File: src/rtl/counter_mon_pkg.sv
// counter_mon_pkg: shared state encoding and default parameters for the counter monitor
package counter_mon_pkg;
   typedef enum logic [1:0] {IDLE = 2'd0, SYNC = 2'd1, LOCKED = 2'd2, FAULT = 2'd3} state_t;
   localparam int DEF_WIDTH      = 4;
   localparam int DEF_LOCK_LEN   = 2;
   localparam int DEF_WRAP_CNT_W = 8;
   localparam int DEF_ERR_CNT_W  = 8;
endpackage

File: src/rtl/sat_counter.sv
// sat_counter: event counter that sticks at all-ones instead of rolling over
module sat_counter #(
   parameter int W = 8
) (
   input  logic         clk,
   input  logic         rst,
   input  logic         inc,
   output logic [W-1:0] cnt
);
   // count events until full scale, then hold
   always_ff @(posedge clk)
      if (rst) cnt <= '0;
      else if (inc && cnt != '1) cnt <= cnt + 1'b1;
endmodule

File: src/rtl/count_seq_monitor.sv
// count_seq_monitor: checks +1 stepping of an upstream counter; STICKY_FAULT_EN makes FAULT absorbing
module count_seq_monitor
   import counter_mon_pkg::*;
#(
   parameter int WIDTH      = DEF_WIDTH,
   parameter int LOCK_LEN   = DEF_LOCK_LEN,
   parameter int WRAP_CNT_W = DEF_WRAP_CNT_W,
   parameter int ERR_CNT_W  = DEF_ERR_CNT_W
) (
   input  logic                  clk,
   input  logic                  rst,
   input  logic [WIDTH-1:0]      cnt_in,
   input  logic                  cnt_clr,
   output logic                  locked,
   output logic                  fault,
   output logic                  wrap_pulse,
   output logic                  err_pulse,
   output logic [WRAP_CNT_W-1:0] wrap_cnt,
   output logic [ERR_CNT_W-1:0]  err_cnt
);
   localparam int RW = $clog2(LOCK_LEN + 1);
   state_t           state;
   logic [WIDTH-1:0] prev, nxt;
   logic [RW-1:0]    run;
   logic             step_ok, wrap_ev, err_ev;
   assign nxt     = prev + 1'b1;
   assign step_ok = cnt_in == nxt;
   assign wrap_ev = !rst && !cnt_clr && step_ok && prev == '1 && (state == SYNC || state == LOCKED);
   assign err_ev  = !rst && !cnt_clr && !step_ok && state == LOCKED;
   assign locked  = state == LOCKED;
   assign fault   = state == FAULT;
   // sequence tracking FSM; a counter clear forces resync but leaves statistics alone
   always_ff @(posedge clk)
      if (rst) begin
         state      <= IDLE;
         prev       <= '0;
         run        <= '0;
         wrap_pulse <= 1'b0;
         err_pulse  <= 1'b0;
      end else if (cnt_clr) begin
         state      <= IDLE;
         run        <= '0;
         wrap_pulse <= 1'b0;
         err_pulse  <= 1'b0;
      end else begin
         prev       <= cnt_in;
         wrap_pulse <= wrap_ev;
         err_pulse  <= err_ev;
         case (state)
            IDLE: begin
               run   <= '0;
               state <= SYNC;
            end
            SYNC:
               if (!step_ok) run <= '0;
               else if (run == RW'(LOCK_LEN - 1)) state <= LOCKED;
               else run <= run + 1'b1;
            LOCKED: if (!step_ok) state <= FAULT;
            FAULT: begin
`ifdef STICKY_FAULT_EN
               state <= FAULT;
`else
               state <= SYNC;
               run   <= '0;
`endif
            end
         endcase
      end
   sat_counter #(.W(WRAP_CNT_W)) u_wrap (.clk(clk), .rst(rst), .inc(wrap_ev), .cnt(wrap_cnt));
   sat_counter #(.W(ERR_CNT_W))  u_err  (.clk(clk), .rst(rst), .inc(err_ev),  .cnt(err_cnt));
endmodule

File: config.mk
export PLATFORM = sky130hd
export DESIGN_NAME = count_seq_monitor
export DESIGN_NICKNAME = d
export VERILOG_FILES = /design/src/rtl/counter_mon_pkg.sv /design/src/rtl/sat_counter.sv /design/src/rtl/count_seq_monitor.sv
export SDC_FILE = /design/constraint.sdc
export NUM_CORES = 1
export LEC_CHECK = 0
export ABC_AREA = 1
export BUFFER_PORTS_ARGS = -buffer_cell sky130_fd_sc_hd__buf_2
export CORE_ASPECT_RATIO = 0.6
export CORE_MARGIN = 2
export CORE_UTILIZATION = 55
export CTS_BUF_LIST = sky130_fd_sc_hd__clkbuf_16
export CTS_CLUSTER_SIZE = 12
export DETAILED_ROUTE_END_ITERATION = 6
export PLACE_DENSITY = 0.79
export SETUP_SLACK_MARGIN = 0.4
export SYNTH_ARGS = -nofsm -noshare
export SYNTH_HDL_FRONTEND = slang
export SYNTH_SLANG_ARGS = --single-unit
File: constraint.sdc
create_clock -name clk -period 4.2 [get_ports clk]
set_input_delay 0.42 -clock clk [delete_from_list [all_inputs] [get_ports clk]]
set_output_delay 0.42 -clock clk [all_outputs]
set_load 0.02 [all_outputs]
* Yosys cells after proc, flatten, opt, wreduce, memory -nomap -nowiden *
Index checks and enable logic that the tools add are counted.

cells by class
  add/subtract/negate cells = 4
  equality and inequality tests = 12
  multiplexer cells = 7
  reduce and logical (&&, ||, !) cells = 18

operators by type and width
  operator             count
  $add 8x1->8 const B  2
  $ne 8x8->1 const B   2
  $mux 2               5
  $logic_and 1x1->1    8
  $pmux 2 s3           1
  $add 4x1->4 const B  1
  $eq 2x1->1 const B   2
  $eq 2x2->1 const B   2
  $eq 4x4->1           1
  $eq 4x4->1 const B   1
  $ne 2x2->1 const B   2
  $pmux 2 s2           1
  $reduce_or 2->1      2
  $logic_not 1->1      3
  $ne 3x3->1 const B   1
  $reduce_and 3->1     1
  $add 2x1->2 const B  1
  $logic_not 2->1      1
  $ne 2x1->1 const B   1
  $reduce_and 2->1     1
  $reduce_bool 2->1    1
  $logic_or 1x1->1     1

word-level totals
  register bits after elaboration = 26
  bits of input ports = 7
  output and inout port bits = 20
  logic and storage cells = 48

* Depth between registers and ports, before layout *
Gate-level depths: netlist of the first run.

  word-level depth = 6
  depth in mapped cells = 13
  depth with buffers taken out = 13

* Modules after synthesis *
A second synthesis of the first run with hierarchy kept.

second synthesis, totals
  cells, all modules = 242
  area, all modules = 1596.5 sq um

by module, submodules not included
  module             instances  cells an instance  area each (sq um)  sequential area each (sq um)
  sat_counter        2          77                 484.2              160.2
  count_seq_monitor  1          88                 628.1              200.2

* Worst setup path after synthesis of the first run *
OpenSTA, ideal clock, no wires.

  path kind = reg2reg
  from = reg u_wrap.cnt[1]
  to = reg u_wrap.cnt[4]
  setup time = 115 ps
  data arrival time = 1489 ps
  required time = 4085 ps
  path slack = 2595 ps
  cell stages (with the launch flop) = 9
  buffers on the path = 0
  clock period less this slack = 1605 ps
  cell sequence = dfxtp_1 -> ha_1 -> nand2_1 -> nor3_2 -> nand3_1 -> inv_2 -> nor2_8 -> a21oi_1 -> nor2_1

on the way
  cells in the longest elaborated chain, start to end = 2
  elaborated cells on any way between the ends = 3

RTL lines
  item                                                 RTL line           RTL
  start: declaration                                   sat_counter.sv:8   output logic [W-1:0] cnt
  start signal: assignment                             sat_counter.sv:13  else if (inc && cnt != '1) cnt <= cnt + 1'b1;
  branches (longest 2 deep; another with $add 8x1->8)  n/a

Parallel ways; which one is timed is not known.
A chain may end at the register's enable or synchronous reset.

* Worst setup path in the final report of the first run *
  from = reg state[0]
  to = reg u_wrap.cnt[2]

on the way
  cells in the longest elaborated chain, start to end = 4
  elaborated cells on any way between the ends = 5

RTL lines
  item                                      RTL line                 RTL
  start: declaration                        count_seq_monitor.sv:22  state_t state;
  start signal: assignment                  count_seq_monitor.sv:35  state <= IDLE;
  start signal: assignment                  count_seq_monitor.sv:41  state <= IDLE;
  start signal: assignment                  count_seq_monitor.sv:52  state <= SYNC;
  $eq 2x1->1 or $eq 2x2->1 (tied branches)  count_seq_monitor.sv:28  assign wrap_ev = !rst && !cnt_clr && step_ok && prev == '1 && (state == SYNC || state == LOCKED);
  $logic_or 1x1->1 (*)                      count_seq_monitor.sv:28
  $logic_and 1x1->1 (*)                     count_seq_monitor.sv:28
  $logic_and 1x1->1 (*)                     sat_counter.sv:13

Mark *: on every way between the ends. The rest lies on a longest branch, timed or not.

==> results by group, run 1 <==
Die
  • Core Footprint: around 0.0026 sq mm
  • Die outline height: 44.76 um
  • Initial Utilization: 0.5914
  • Row cnt: 14
  • Die width: slightly above 70 um
  • Full die area: 0.003219 sq mm
  • Top-Level Pins: 27

Power and ir drop
  • Int Power: roughly 400 uW
  • Peak supply drop: 0.0001811 V
  • Switch Pwr: 128.6 uW
  • Pwr/cell area: 299.2 mW/mm^2
  • Comb power frac: 0.113
  • Clk pwr share: 0.403
  • Sequential fraction of design power: 0.485
  • Pleak: ~0.85 nW
  • Sw frac: 0.2438

STA
  • Clock skew: 0.001841 ns
  • Endpoints failing hold: 0
  • Final setup vio count: 0
  • Setup TNS: 0 ns
  • Max Fclk: between 500 and 600 MHz
  • Crit path time final: 1.809 ns
  • Slew Viols, Final: 0
  • Worst-margin pin slew: 0.3913 ns
  • RSZ-0062 raised after global routing: no
  • WHS: 0.4356 ns
  • Worst slew margin: 0.7388
  • Final worst-path cycle share: 0.4307

Clock network
  • # clock sinks: 26
  • CTS tree: done
  • Worst skew pair latency: between 0.2 and 0.3 ns
  • CTS H-tree lvls: 1
  • Post-CTS Hold Buffers: 0
  • Clock tree buffer depth: 2
  • Post_cts resized: 0
  • Num CTS Buffers: 3
  • Reg clk slew, reported paths: 0.06 ns
  • Post-CTS setup buffers: 0
  • CTS root buf: clkbuf_16

Worst setup path
  • Nature of the critical path endpoint: flip-flop
  • Setup crit start kind: flip-flop
  • CP Max Fanout: 9
  • Crit-path slowest cell: dfxtp_1
  • CP Cell Sequence: inv_1 -> ha_1 -> nor2_1 -> nand3_1 -> nor2_2 -> nand3_4 -> nor2_8 -> nand3_1 -> nand2_1 -> nor2_1
  • WP data required: 4.36 ns
  • Top cell family by delay on the critical path: simple AND/OR/NAND/NOR gates
  • Buffers plus inverters on the worst setup path: 1
  • Critical path type: flip-flop to flip-flop
  • Crit path DAT: 1.96 ns
  • Crit-path max cell delay: between 0.3 and 0.4 ns

Drt
  • Final wirelength: 3045 um
  • Number of vias per cell: 4.946
  • Final antenna-violating net count: 0
  • Via count: 1,370
  • First-pass DRT Iterations: 4
  • Post-route DRC: 0
  • DRT iter0 DRCs: 97
  • Wirelength per Cell: 10.99 um

Min path
  • HP Class: input pin to flip-flop

Synthesis
  • Number of library cell types mapped by synthesis: 24
  • Synthesis warning total: 0
  • Syn Nets: between 200 and 250
  • Yosys reg bits: 26
  • Synthesized area per cell: approximately 7 sq um
  • Post-Syn Area: 0.001523 sq mm
  • Sequential cell area fraction in the yosys report: 0.3418
  • Syn Inst Count: 217

Global routing
  • Initial antenna violation count: 0
  • Largest net degree at the start of global routing: 15
  • First-pass GRT wire length: around 5300 um
  • Number of global-route vias before repair: 1,202
  • GR Util All Layers: 0.2112
  • Grt ovf: 0

Finish
  • Area grow syn2layout: 15.78%
  • Commonest non-fill, non-tap cell in the layout: nand2_1
  • Share of layout cells above drive strength 1: 0.2286
  • # diodes: 0
  • Final #Nets: 260
  • Fill count: 227
  • Most frequent cells in the layout: nand2_1, inv_1, dfxtp_1, buf_2, nor2_1

Placed design
  • DP HPWL: 2259 um
  • Port bufs: 26
  • Routability Congestion: 0.8113

Run
  • Max-capacitance violation count: 0

Status
  • Outcome: finished, final reports clean
[area by class of cell]
| type | instances | area, sq um | share of cell area |
|---|---|---|---|
| multi-input combinational | 153 | 858.3 | 0.4869 |
| timing repair buffer | 26 | 130.1 | 0.07381 |
| clock inverter | 1 | 3.754 | 0.002129 |
| tap | 32 | 40.04 | 0.02271 |
| clock buffer | 3 | 75.07 | 0.04258 |
| sequential | 26 | 520.5 | 0.2952 |
| inverter | 36 | 135.1 | 0.07665 |
[power by group through the flow]
| stage | sequential [mW] | clock (mW) | combinational [mW] |
|---|---|---|---|
| 2_1_floorplan | 0.260 | 0 | 0.0469 |
| 5_1_grt | 0.256 | 0.223 | 0.0676 |
| 4_1_cts | 0.256 | 0.215 | 0.0594 |
| 3_5_place_dp | 0.261 | 0 | 0.0589 |
| 6_report | 0.256 | 0.212 | 0.0595 |
| 3_3_place_gp | 0.261 | 0 | 0.0584 |
[worst min-delay path, stage by stage]
cell     delay [ns]
buf_2          0.10
inv_1          0.06
a21oi_1        0.06
[stage by stage]
stage	instances	util	setup slack (ns)	instance area, sq um	power [mW]
6_report	277	0.6846	2.391	1763	0.5274
5_1_grt	277	0.6846	2.275	1763	0.5471
4_1_cts	277	0.6846	2.400	1763	0.5296
3_5_place_dp	273	0.6540	2.405	1684	0.3200
3_3_place_gp	273	0.6540	2.457	1684	0.3196
2_1_floorplan	217	-	2.595	1523	0.3074
[layer usage]
layer	global-route usage	routed length, um	vias up	part of all wire
met2	0.3352	1288	39	0.42
met3	0.04688	157	2	0.052
met1	0.3000	1581	585	0.52
met5	0	0	-	0
li1	-	-	744	-
met4	0.04528	17	0	0.0056
[final timing paths]
check / startpoint / end / slack, ns / cells after the start
max reg2reg: state[0] / u_wrap.cnt[2] / 2.39 / 10
max: state[0] / u_wrap.cnt[2] / 2.39 / 10
min: cnt_in[3] / prev[3] / 0.44 / 3
min reg2reg: prev[0] / prev[0] / 0.50 / 2
[sequential cells by signal, summed over array words and instances, names as in the netlist]
signal      cells
run             2
u_wrap.cnt      8
prev            4
wrap_pulse      1
state           2
u_err.cnt       8
err_pulse       1
[synthesized netlist by cell type, drive strengths merged]
cell type / instances / area (sq um)
nor2: 31 / 163.9
xor2: 2 / 17.52
nand2: 51 / 231.5
nor3: 4 / 25.02
xnor2: 3 / 26.28
nand4: 7 / 43.79
buf: 1 / 5.000
o21ai: 8 / 40.03
nand3: 23 / 137.6
a21oi: 17 / 85.08
ha: 7 / 87.58
clkbuf: 1 / 3.750
dfxtp: 26 / 520.5
inv: 36 / 135.1
[kinds of logic (layout without fill, tap and decap cells)]
group	count (synthesis)	after routing	synth area share
AO/OA/AOI/OAI	25	25	0.08216
flip-flops	26	26	0.3418
AND/OR/NAND/NOR	116	116	0.3952
adder cells (fa/ha/maj)	7	7	0.05752
XOR/XNOR	5	5	0.02876
buffers and inverters	38	66	0.09449
Note: power is estimated with default switching activity, not from simulation.
==> run 2, diff against run 1 <==
ABC_AREA = 0   (was 1)
CORE_UTILIZATION = 48   (was 55)
PLACE_DENSITY = 0.74   (was 0.79)
clock period = 1.55 ns   (was 4.2 ns; I/O delays follow)
==> run 2 against run 1 <==
Net effect:
- the run now ends with negative setup slack left
- synthesized cell count shrank 29%
- count of clock-buffer cells in the layout is the same
- sequential cell count is the same
- cell area grew 21%
- clock power grew to 2.7 times the previous value
- critical endpoint is now u_err.cnt[5]
==> results by group, run 2 <==
Drt
  • Post-route DRC: 0
  • Final wirelength: 4056 um
  • Wire length on met1: approximately 1800 um
  • Via count: approximately 1,400
  • Top Metal Used: met4
  • DRT iter0 DRCs: around 130
  • Number of vias per cell: 5.761
  • First-pass DRT Iterations: 5
  • Wirelength per Cell: 16.42 um
  • WL met3: approximately 220 um
  • Met2 WL: 2018 um
  • Final antenna-violating net count: 0

Die
  • Row cnt: 15
  • Full die area: 0.003337 sq mm
  • Top-Level Pins: 27
  • Die width: 73.26 um
  • Initial Utilization: 0.4940
  • Die outline height: 45.56 um
  • Core Footprint: 0.002796 sq mm

Synthesis
  • Synthesized area per cell: ~9.0 sq um
  • Syn Inst Count: 153
  • Number of library cell types mapped by synthesis: 43
  • Post-Syn Area: 0.001381 sq mm
  • Main synth FF type: dfxtp_1
  • Post-synth EDFFs: 0
  • Most common cell in the synthesized netlist: dfxtp_1
  • Top cell type by total area after synthesis: dfxtp_1
  • Sequential cell area fraction in the yosys report: 0.3768
  • Synth top cells by count: dfxtp_1, nand2_1, nor2_1
  • Synthesis warning total: 0
  • Syn Nets: around 170
  • Top post-synthesis cells by area: dfxtp_1, mux2i_1, ha_1
  • Post-synth ARST share: 0
  • Area share of the largest cell type after synthesis: 0.3768
  • Yosys reg bits: 26

Power and ir drop
  • Peak supply drop: 0.0005417 V
  • Overall Power: 1.435 mW
  • Pwr/cell area: 675.4 mW/mm^2
  • Pleak: 0.9017 nW

STA
  • Worst-margin pin slew: 0.3130 ns
  • Max Fclk: 521.3 MHz
  • Endpoints failing hold: 0
  • Slew Viols, Final: 0
  • Setup TNS: -4.707 ns
  • Final worst-path cycle share: 1.238
  • RSZ-0062 raised after global routing: yes
  • Worst slew margin: 0.7896
  • Clock skew: between 0.003 and 0.004 ns
  • Final setup vio count: 21
  • Crit path time final: 1.918 ns
  • Final worst slack: -0.3682 ns

Finish
  • Most frequent cells in the layout: buf_4, buf_2, dfxtp_1, nor2_1
  • Post-Layout Cell Count: 247
  • Final #Nets: 228
  • Top Registers: u_err.cnt (8), u_wrap.cnt (8), prev (4)
  • Commonest non-fill, non-tap cell in the layout: buf_4
  • Finished Core Util: 0.7597
  • # diodes: 0
  • Post-route cell area: 0.002125 sq mm
  • Share of layout cells above drive strength 1: 0.5352
  • Area grow syn2layout: 53.80%

Worst setup path
  • Nature of the critical path endpoint: flip-flop
  • Reg2Reg Launch Point: prev[0]
  • R2R Path End: u_err.cnt[5]
  • Crit path DAT: 2.11 ns
  • Worst r2r path cells: 7
  • WP data required: 1.74 ns
  • CP Max Fanout: 5
  • Critical path type: flip-flop to flip-flop
  • Setup crit start kind: flip-flop
  • Register-to-register setup slack: -0.37 ns

Global routing
  • Number of global-route vias before repair: 1,273
  • Largest net degree at the start of global routing: 15
  • Grt ovf: 0
  • Initial antenna violation count: 0
  • GR Util All Layers: 0.2230
  • First-pass GRT wire length: 5589 um

Clock network
  • Num CTS Buffers: 3
  • CTS tree: done
  • CTS root buf: clkbuf_16
  • CTS H-tree lvls: 1
  • Post-CTS Hold Buffers: 0
  • Reg clk slew, reported paths: 0.06 ns
  • Worst skew pair latency: around 0.26 ns
  • Clock tree buffer depth: 2
  • # clock sinks: 26

Min path
  • Worst Hold End: run[0]
  • Hold_sp: cnt_clr
  • HP Class: input pin to flip-flop
  • Hold path depth: 2

Placed design
  • Placed cell area: 0.001867 sq mm
  • Dpl cells: 240
  • Routability Congestion: 0.8050
  • DP HPWL: 2691 um
  • Port bufs: 26

Run
  • Max-capacitance violation count: 0

Status
  • Outcome: finished with violations
  • Failing checks: negative setup slack
==> run 2: changes by cell type after synthesis, sizes merged, moves of 4 or more <==
cell	change
nand2	-40
inv	-29
nor2	-20
nand3	-17
mux2i	+10
a21oi	-7
or3	+7
and3	+5
o31ai	+4
==> run 2: power by group <==
| part | internal, mW | switching [mW] | total [mW] |
|---|---|---|---|
| Sequential | 0.672 | 0.00855 | 0.681 |
| Clock | 0.345 | 0.221 | 0.566 |
| Combinational | 0.0957 | 0.0929 | 0.189 |
==> run 2: how the worst max path moves through the flow <==
stage | slack (ns) | endpoint | from
after global placement | -0.27 | u_err.cnt[7] | prev[0]
after global routing | -0.45 | u_err.cnt[5] | prev[0]
after floorplan | -0.31 | run[0] | prev[0]
after detailed placement | -0.33 | run[0] | prev[0]
after CTS | -0.33 | run[0] | prev[0]
final | -0.37 | u_err.cnt[5] | prev[0]
==> run 2: stage by stage <==
step	hold slack [ns]	setup WS, ns
after floorplan	0.2977	-0.3130
after global placement	0.3885	-0.2708
after detailed placement	0.3959	-0.3324
after CTS	0.1239	-0.3335
after global routing	0.1289	-0.4548
final	0.1271	-0.3682
==> run 2: metal layers <==
layer	track usage	up-vias
li1	-	675
met1	0.2842	687
met2	0.3820	57
met3	0.04867	4
met4	0.07407	0
met5	0	-
==> run 2: worst max-delay path, cell delays in order (launching register included) <==
cell     delay [ns]
dfxtp_4        0.35
ha_4           0.28
xor2_4         0.18
nor3_4         0.08
buf_4          0.14
a21o_4         0.21
or4_4          0.48
a21oi_2        0.13
==> run 2: logic make-up after synthesis <==
kind of cell	Yosys count	share of synthesized area
AOI/OAI and AO/OA	29	0.1422
xor gates and xnor gates	6	0.04891
DFF	26	0.3768
muxes	11	0.08062
and+or+nand+nor	62	0.2500
buffers and inverters	12	0.03804
adders and majority gates	7	0.06340
==> run 2: layout make-up <==
type,instances,area [sq um]
Multi-Input combinational cell,115,1012
Fill cell,194,671.9
Sequential cell,26,540.5
Timing Repair Buffer,61,424.2
Clock buffer,3,75.07
Tap cell,34,42.54
Inverter,7,26.28
Clock inverter,1,3.754
==> run 2: what timing repair did <==
| item | CTS | global route |
|---|---|---|
| endpoints found under the hold margin | 0 | 0 |
| pin swaps | 4 | 8 |
| gates resized for setup | 8 | 26 |
| endpoints found under the setup margin | 24 | 24 |
| buffers inserted | 2 | 1 |
